$ cat config.mk
export PLATFORM = sky130hd
export DESIGN_NAME = fetch_unit
export DESIGN_NICKNAME = d
export VERILOG_FILES = /design/src/rtl/fetch_unit_pkg.sv /design/src/rtl/fetch_unit_if_id_reg.sv /design/src/rtl/fetch_unit.sv
export SDC_FILE = /design/constraint.sdc
export NUM_CORES = 1
export LEC_CHECK = 0
export BUFFER_PORTS_ARGS = -buffer_cell sky130_fd_sc_hd__buf_4
export CAP_MARGIN = 15
export CORE_UTILIZATION = 51
export CTS_CLUSTER_DIAMETER = 40
export DETAILED_ROUTE_END_ITERATION = 7
export PLACE_DENSITY = 0.81
export SYNTH_ARGS = -nofsm -noshare
export SYNTH_HDL_FRONTEND = slang
export SYNTH_HIERARCHICAL = 1
export SYNTH_SLANG_ARGS = --single-unit
$ cat constraint.sdc
create_clock -name clock -period 2.1 [get_ports clock]
set_input_delay 0.105 -clock clock [delete_from_list [all_inputs] [get_ports clock]]
set_output_delay 0.105 -clock clock [all_outputs]
set_load 0.01 [all_outputs]
$ cat src/rtl/fetch_unit_pkg.sv
// Shared fetch-stage definitions: FSM state encodings, the NOP word and small helpers.
`ifndef FETCH_UNIT_PKG_SV
`define FETCH_UNIT_PKG_SV

package fetch_unit_pkg;

  localparam int unsigned XLEN = 32;

  localparam logic [1:0] BOOT = 2'd0;
  localparam logic [1:0] WARM = 2'd1;
  localparam logic [1:0] RUN  = 2'd2;

  localparam logic [XLEN-1:0] NOP = 32'h0000_0000;

  // Instruction fetches are word aligned; stray low bits from a target are dropped.
  function automatic logic [XLEN-1:0] word_align(input logic [XLEN-1:0] addr);
    return addr & ~32'h0000_0003;
  endfunction

endpackage

`endif

$ cat src/rtl/fetch_unit_if_id_reg.sv
// IF/ID pipeline register: captures the fetched word and its PC + 4, with a squash
// control that clears the valid flag while still capturing the data fields.
module if_id_reg
  import fetch_unit_pkg::*;
(
  input  logic            clock,
  input  logic            reset_n,
  input  logic            load,
  input  logic            squash,
  input  logic [XLEN-1:0] instr_in,
  input  logic [XLEN-1:0] pc_plus4_in,
  output logic [XLEN-1:0] instr_out,
  output logic [XLEN-1:0] pc_plus4_out,
  output logic            valid_out
);

  logic [XLEN-1:0] instr_q;
  logic [XLEN-1:0] pc_plus4_q;
  logic            valid_q;

  always_ff @(posedge clock or negedge reset_n) begin
    if (!reset_n) begin
      instr_q    <= NOP;
      pc_plus4_q <= '0;
      valid_q    <= 1'b0;
    end else if (load) begin
      instr_q    <= instr_in;
      pc_plus4_q <= pc_plus4_in;
      valid_q    <= ~squash;
    end
  end

  assign instr_out    = instr_q;
  assign pc_plus4_out = pc_plus4_q;
  assign valid_out    = valid_q;

endmodule

$ cat src/rtl/fetch_unit.sv
// Instruction fetch stage: PC register and BOOT/WARM/RUN sequencer driving the instruction
// memory read address, feeding the IF/ID register and counting accepted instructions.
module fetch_unit
  import fetch_unit_pkg::*;
#(
  parameter logic [31:0] RESET_PC = 32'h0010_0000
) (
  input  logic        clock,
  input  logic        reset_n,
  input  logic [31:0] start_addr,
  input  logic [31:0] mem_instruction,
  output logic [31:0] read_address,
  input  logic        stall,
  input  logic        redirect,
  input  logic [31:0] redirect_target,
  output logic [31:0] instr_out,
  output logic [31:0] pc_plus4_out,
  output logic        valid_out,
  output logic [31:0] fetch_count
);

  logic [1:0]  state_q, state_d;
  logic [31:0] pc_q, pc_d;
  logic [31:0] count_q, count_d;
  logic [31:0] pc_plus4;
  logic        ifid_load;
  logic        ifid_squash;

  assign pc_plus4 = pc_q + 32'd4;

  always_comb begin
    state_d     = state_q;
    pc_d        = pc_q;
    count_d     = count_q;
    ifid_load   = 1'b0;
    ifid_squash = 1'b0;
    case (state_q)
      BOOT: begin
        pc_d    = start_addr;
        state_d = WARM;
      end
      WARM: begin
        // Pipeline primes for one cycle; the captured word is never marked valid.
        ifid_load   = 1'b1;
        ifid_squash = 1'b1;
        state_d     = RUN;
      end
      RUN: begin
        if (redirect) begin
          pc_d        = word_align(redirect_target);
          ifid_load   = 1'b1;
          ifid_squash = 1'b1;
        end else if (!stall) begin
          pc_d      = pc_plus4;
          ifid_load = 1'b1;
          count_d   = count_q + 32'd1;
        end
      end
      default: begin
        state_d = BOOT;
        pc_d    = RESET_PC;
      end
    endcase
  end

  always_ff @(posedge clock or negedge reset_n) begin
    if (!reset_n) begin
      state_q <= BOOT;
      pc_q    <= RESET_PC;
      count_q <= '0;
    end else begin
      state_q <= state_d;
      pc_q    <= pc_d;
      count_q <= count_d;
    end
  end

  assign read_address = pc_q;
  assign fetch_count  = count_q;

  if_id_reg u_if_id_reg (
    .clock        (clock),
    .reset_n      (reset_n),
    .load         (ifid_load),
    .squash       (ifid_squash),
    .instr_in     (mem_instruction),
    .pc_plus4_in  (pc_plus4),
    .instr_out    (instr_out),
    .pc_plus4_out (pc_plus4_out),
    .valid_out    (valid_out)
  );

endmodule

==> flow_summary.json <==
{
  "reg2reg_slack_ps": 70,
  "ir_drop_uv": 635,
  "syn_nets": 689,
  "hold_viol_final": 0,
  "rows": 41,
  "seq_area_frac_synth": 0.486,
  "dieHeight_microns": 117,
  "ys_warn_count": 6,
  "clk_pin_slew_ps": 60,
  "cp-end-kind": "flop",
  "viasPerCell": 5.69,
  "async_flop_share": 1.00,
  "setup_violations": 0,
  "grt_pass1_wl_microns": 31700,
  "grt_usage": 0.310,
  "design_area_sq_um": 10100,
  "coreArea_sq_um": 12800,
  "ant_nets": 0,
  "path_class": "flop to flop",
  "grt_pass1_vias": 6190,
  "antenna_found_initial": 0,
  "drc_errors": 0,
  "drive_gt1_frac": 0.449,
  "yosysTopAreaCellShare": 0.482,
  "place_hpwl_microns": 13600,
  "worst_skew_pair.late_latency_ps": 410,
  "gp_routability_congestion": 0.866,
  "overflow": 0,
  "yosysMostFrequentCell": "dfrtp_1",
  "post-place-ws_ps": -98.4,
  "first_iter_violations": 405,
  "grt_max_degree": 62,
  "drv_slew": 0,
  "clock.fmax_ghz": 0.492,
  "cts_root_buf": "clkbuf_16",
  "fin_util": 0.793,
  "antenna_cells": 0,
  "firstDrtPassIters": 5,
  "tightest_slew_ps": 682,
  "mappedNetlistArea_sq_um": 6740,
  "crit_fanout": 9,
  "port_buffers": 226,
  "synth_area_leader_cell": "dfrtp_1",
  "cp-start-kind": "flop",
  "final.min_clock_period_ps": 2030,
  "wl_per_cell_microns": 19.6,
  "fin_hold_ws_ps": 16.6,
  "clock_skew_ps": 6.17,
  "synthDistinctLibCells": 60,
  "setup_ws_ps": 67.8,
  "worst_ep_required_time_ps": 2390,
  "syn_inst": 584,
  "ys_top_cells_by_area": "dfrtp_1 48%, mux2_4 11%, xnor2_1 5.5%, mux2_2 3.0%, xor2_1 2.2%",
  "synthToLayoutAreaGrowth_pct": 50.2,
  "finalWirelength_microns": 21100,
  "timing.max_cap.violations": 0,
  "fin_crit_sh": 0.968,
  "cts_buffers": 17,
  "cts_tree": "yes",
  "synthFlopType": "dfrtp_1",
  "min_path_type": "input pin to flop",
  "crit_arrival_ps": 2320,
  "slew_headroom": 0.545,
  "synth_common_cells": "130 x dfrtp_1, 50 x mux2_4, 42 x xnor2_1",
  "synth.avg_cell_area_sq_um": 11.5,
  "yosys_register_bits": 131,
  "fin_nets": 997,
  "pin_count": 229,
  "dr_total_vias": 6129,
  "status": "finished, final reports clean",
  "clockBufferDepth": 2,
  "die_area_sq_um": 13700,
  "cellLeakagePower_nw": 4.91,
  "fp.dieW_microns": 117,
  "cts_max_level": 4,
  "rsz0062_at_grt": "true",
  "place_area_sq_um": 8900,
  "cts.sinks": 131,
  "synth_edf_count": 0,
  "pwr_density_cell_nw_per_um2": 799,
  "initial_core_util": 0.528,
  "n_fill_cell": 724
}
## metal layers
metal  wire length (microns)  track usage
met5                       0            0
met4                     702        0.138
met3                    1870       0.0870
met2                   10300        0.528
met1                    8180        0.366
## kinds of logic (layout without fill, tap and decap cells)
| logic type | after synthesis | count (layout) | synth area share |
|---|---|---|---|
| AOI/OAI and AO/OA | 108 | 108 | 0.111 |
| adders and majority gates | 5 | 5 | 0.00928 |
| DFF | 131 | 131 | 0.486 |
| muxes | 70 | 70 | 0.144 |
| xor gates and xnor gates | 59 | 59 | 0.0766 |
| and+or+nand+nor | 154 | 154 | 0.132 |
| buffers and inverters | 57 | 378 | 0.0410 |
## worst max-delay path, cell delays in order, from the launching register on
cell and delay [ps]:
dfrtp_1 490, nand4_1 140, buf_4 190, nor4_4 220
buf_4 210, nand3_1 110, xnor2_1 170, a221o_1 370
## final cells by class
cell class / count / area [sq um] / share of cell area
flip-flops and latches: 131 / 3280 / 0.324
multi-input cells: 396 / 3270 / 0.323
repair buffers: 326 / 2640 / 0.261
clock buffers: 20 / 467 / 0.0461
well taps: 172 / 215 / 0.0213
clock inverters: 12 / 178 / 0.0175
inverters: 20 / 75.1 / 0.00741
## metrics by stage
stage,cells,power [mW],setup TNS [ps]
2_1_floorplan,584,3.87,0
3_5_place_dp,993,4.80,-546
5_1_grt,1077,8.41,-36.9
6_report,1077,8.10,0
4_1_cts,1070,8.07,0
3_3_place_gp,993,4.74,-2.48
## state kept, by name, summed over array words and instances, names as in the netlist
name and flops:
fetch_count 32, u_if_id_reg/instr_out 32, read_address 32, u_if_id_reg/pc_plus4_out 32, state_q 2, u_if_id_reg/valid_out 1
## report_power, final
group	leakage (nW)	total [mW]	internal, mW	switching, mW
Combinational	2.98	1.78	0.992	0.792
Clock	0.305	3.20	2.08	1.12
Sequential	1.63	3.11	2.81	0.305
Total	4.91	8.10	5.88	2.22
## what timing repair did
action / 4_1_cts / 5_1_grt
pin swaps: 1 / 6
resized for setup: 4 / 14
hold buffers: 44 / 0
setup endpoints to repair: 10 / 33
setup buffers: 1 / 7
hold endpoints to repair: 100 / 0
gates cloned: 0 / 0
## cells in the final DEF (no fill, tap or decap), types with 3 or more instances in the layout
cell type      instances
dfrtp_1              129
o31a_1                 4
o21ai_0               24
o32a_1                 3
o311ai_0               3
clkinvlp_4             4
nand3_1               29
nand2b_1               5
nor2_1                24
and3_1                 4
dlygate4sd3_1         44
o2bb2ai_1              3
nand4_1               18
buf_4                274
xnor2_1               42
nor3_1                 7
mux2_4                50
clkbuf_16             17
mux2_2                18
nor4_2                 3
xor2_1                17
clkbuf_8               3
a22o_1                 8
buf_12                 6
nand2_1               37
inv_1                 19
a21oi_1               20
a22oi_1               10
nor4_4                 4
ha_1                   3
a31oi_1                3
o22ai_1                6
a222oi_1               4
a221oi_1               5
bufinv_16              4
## path summary, 6_finish.rpt
| path | startpoint | end | cells past startpoint |
|---|---|---|---|
| setup / recovery | read_address[12] | read_address[31] | 7 |
| hold / removal | redirect_target[20] | read_address[20] | 3 |
| max in group asynchronous | reset_n | fetch_count[12] | 3 |
| setup reg to reg | read_address[12] | read_address[31] | 7 |
| min in group asynchronous | reset_n | u_if_id_reg/instr_out[25] | 2 |
| hold reg to reg | fetch_count[31] | fetch_count[31] | 1 |
(Power assumes the default switching activity.)
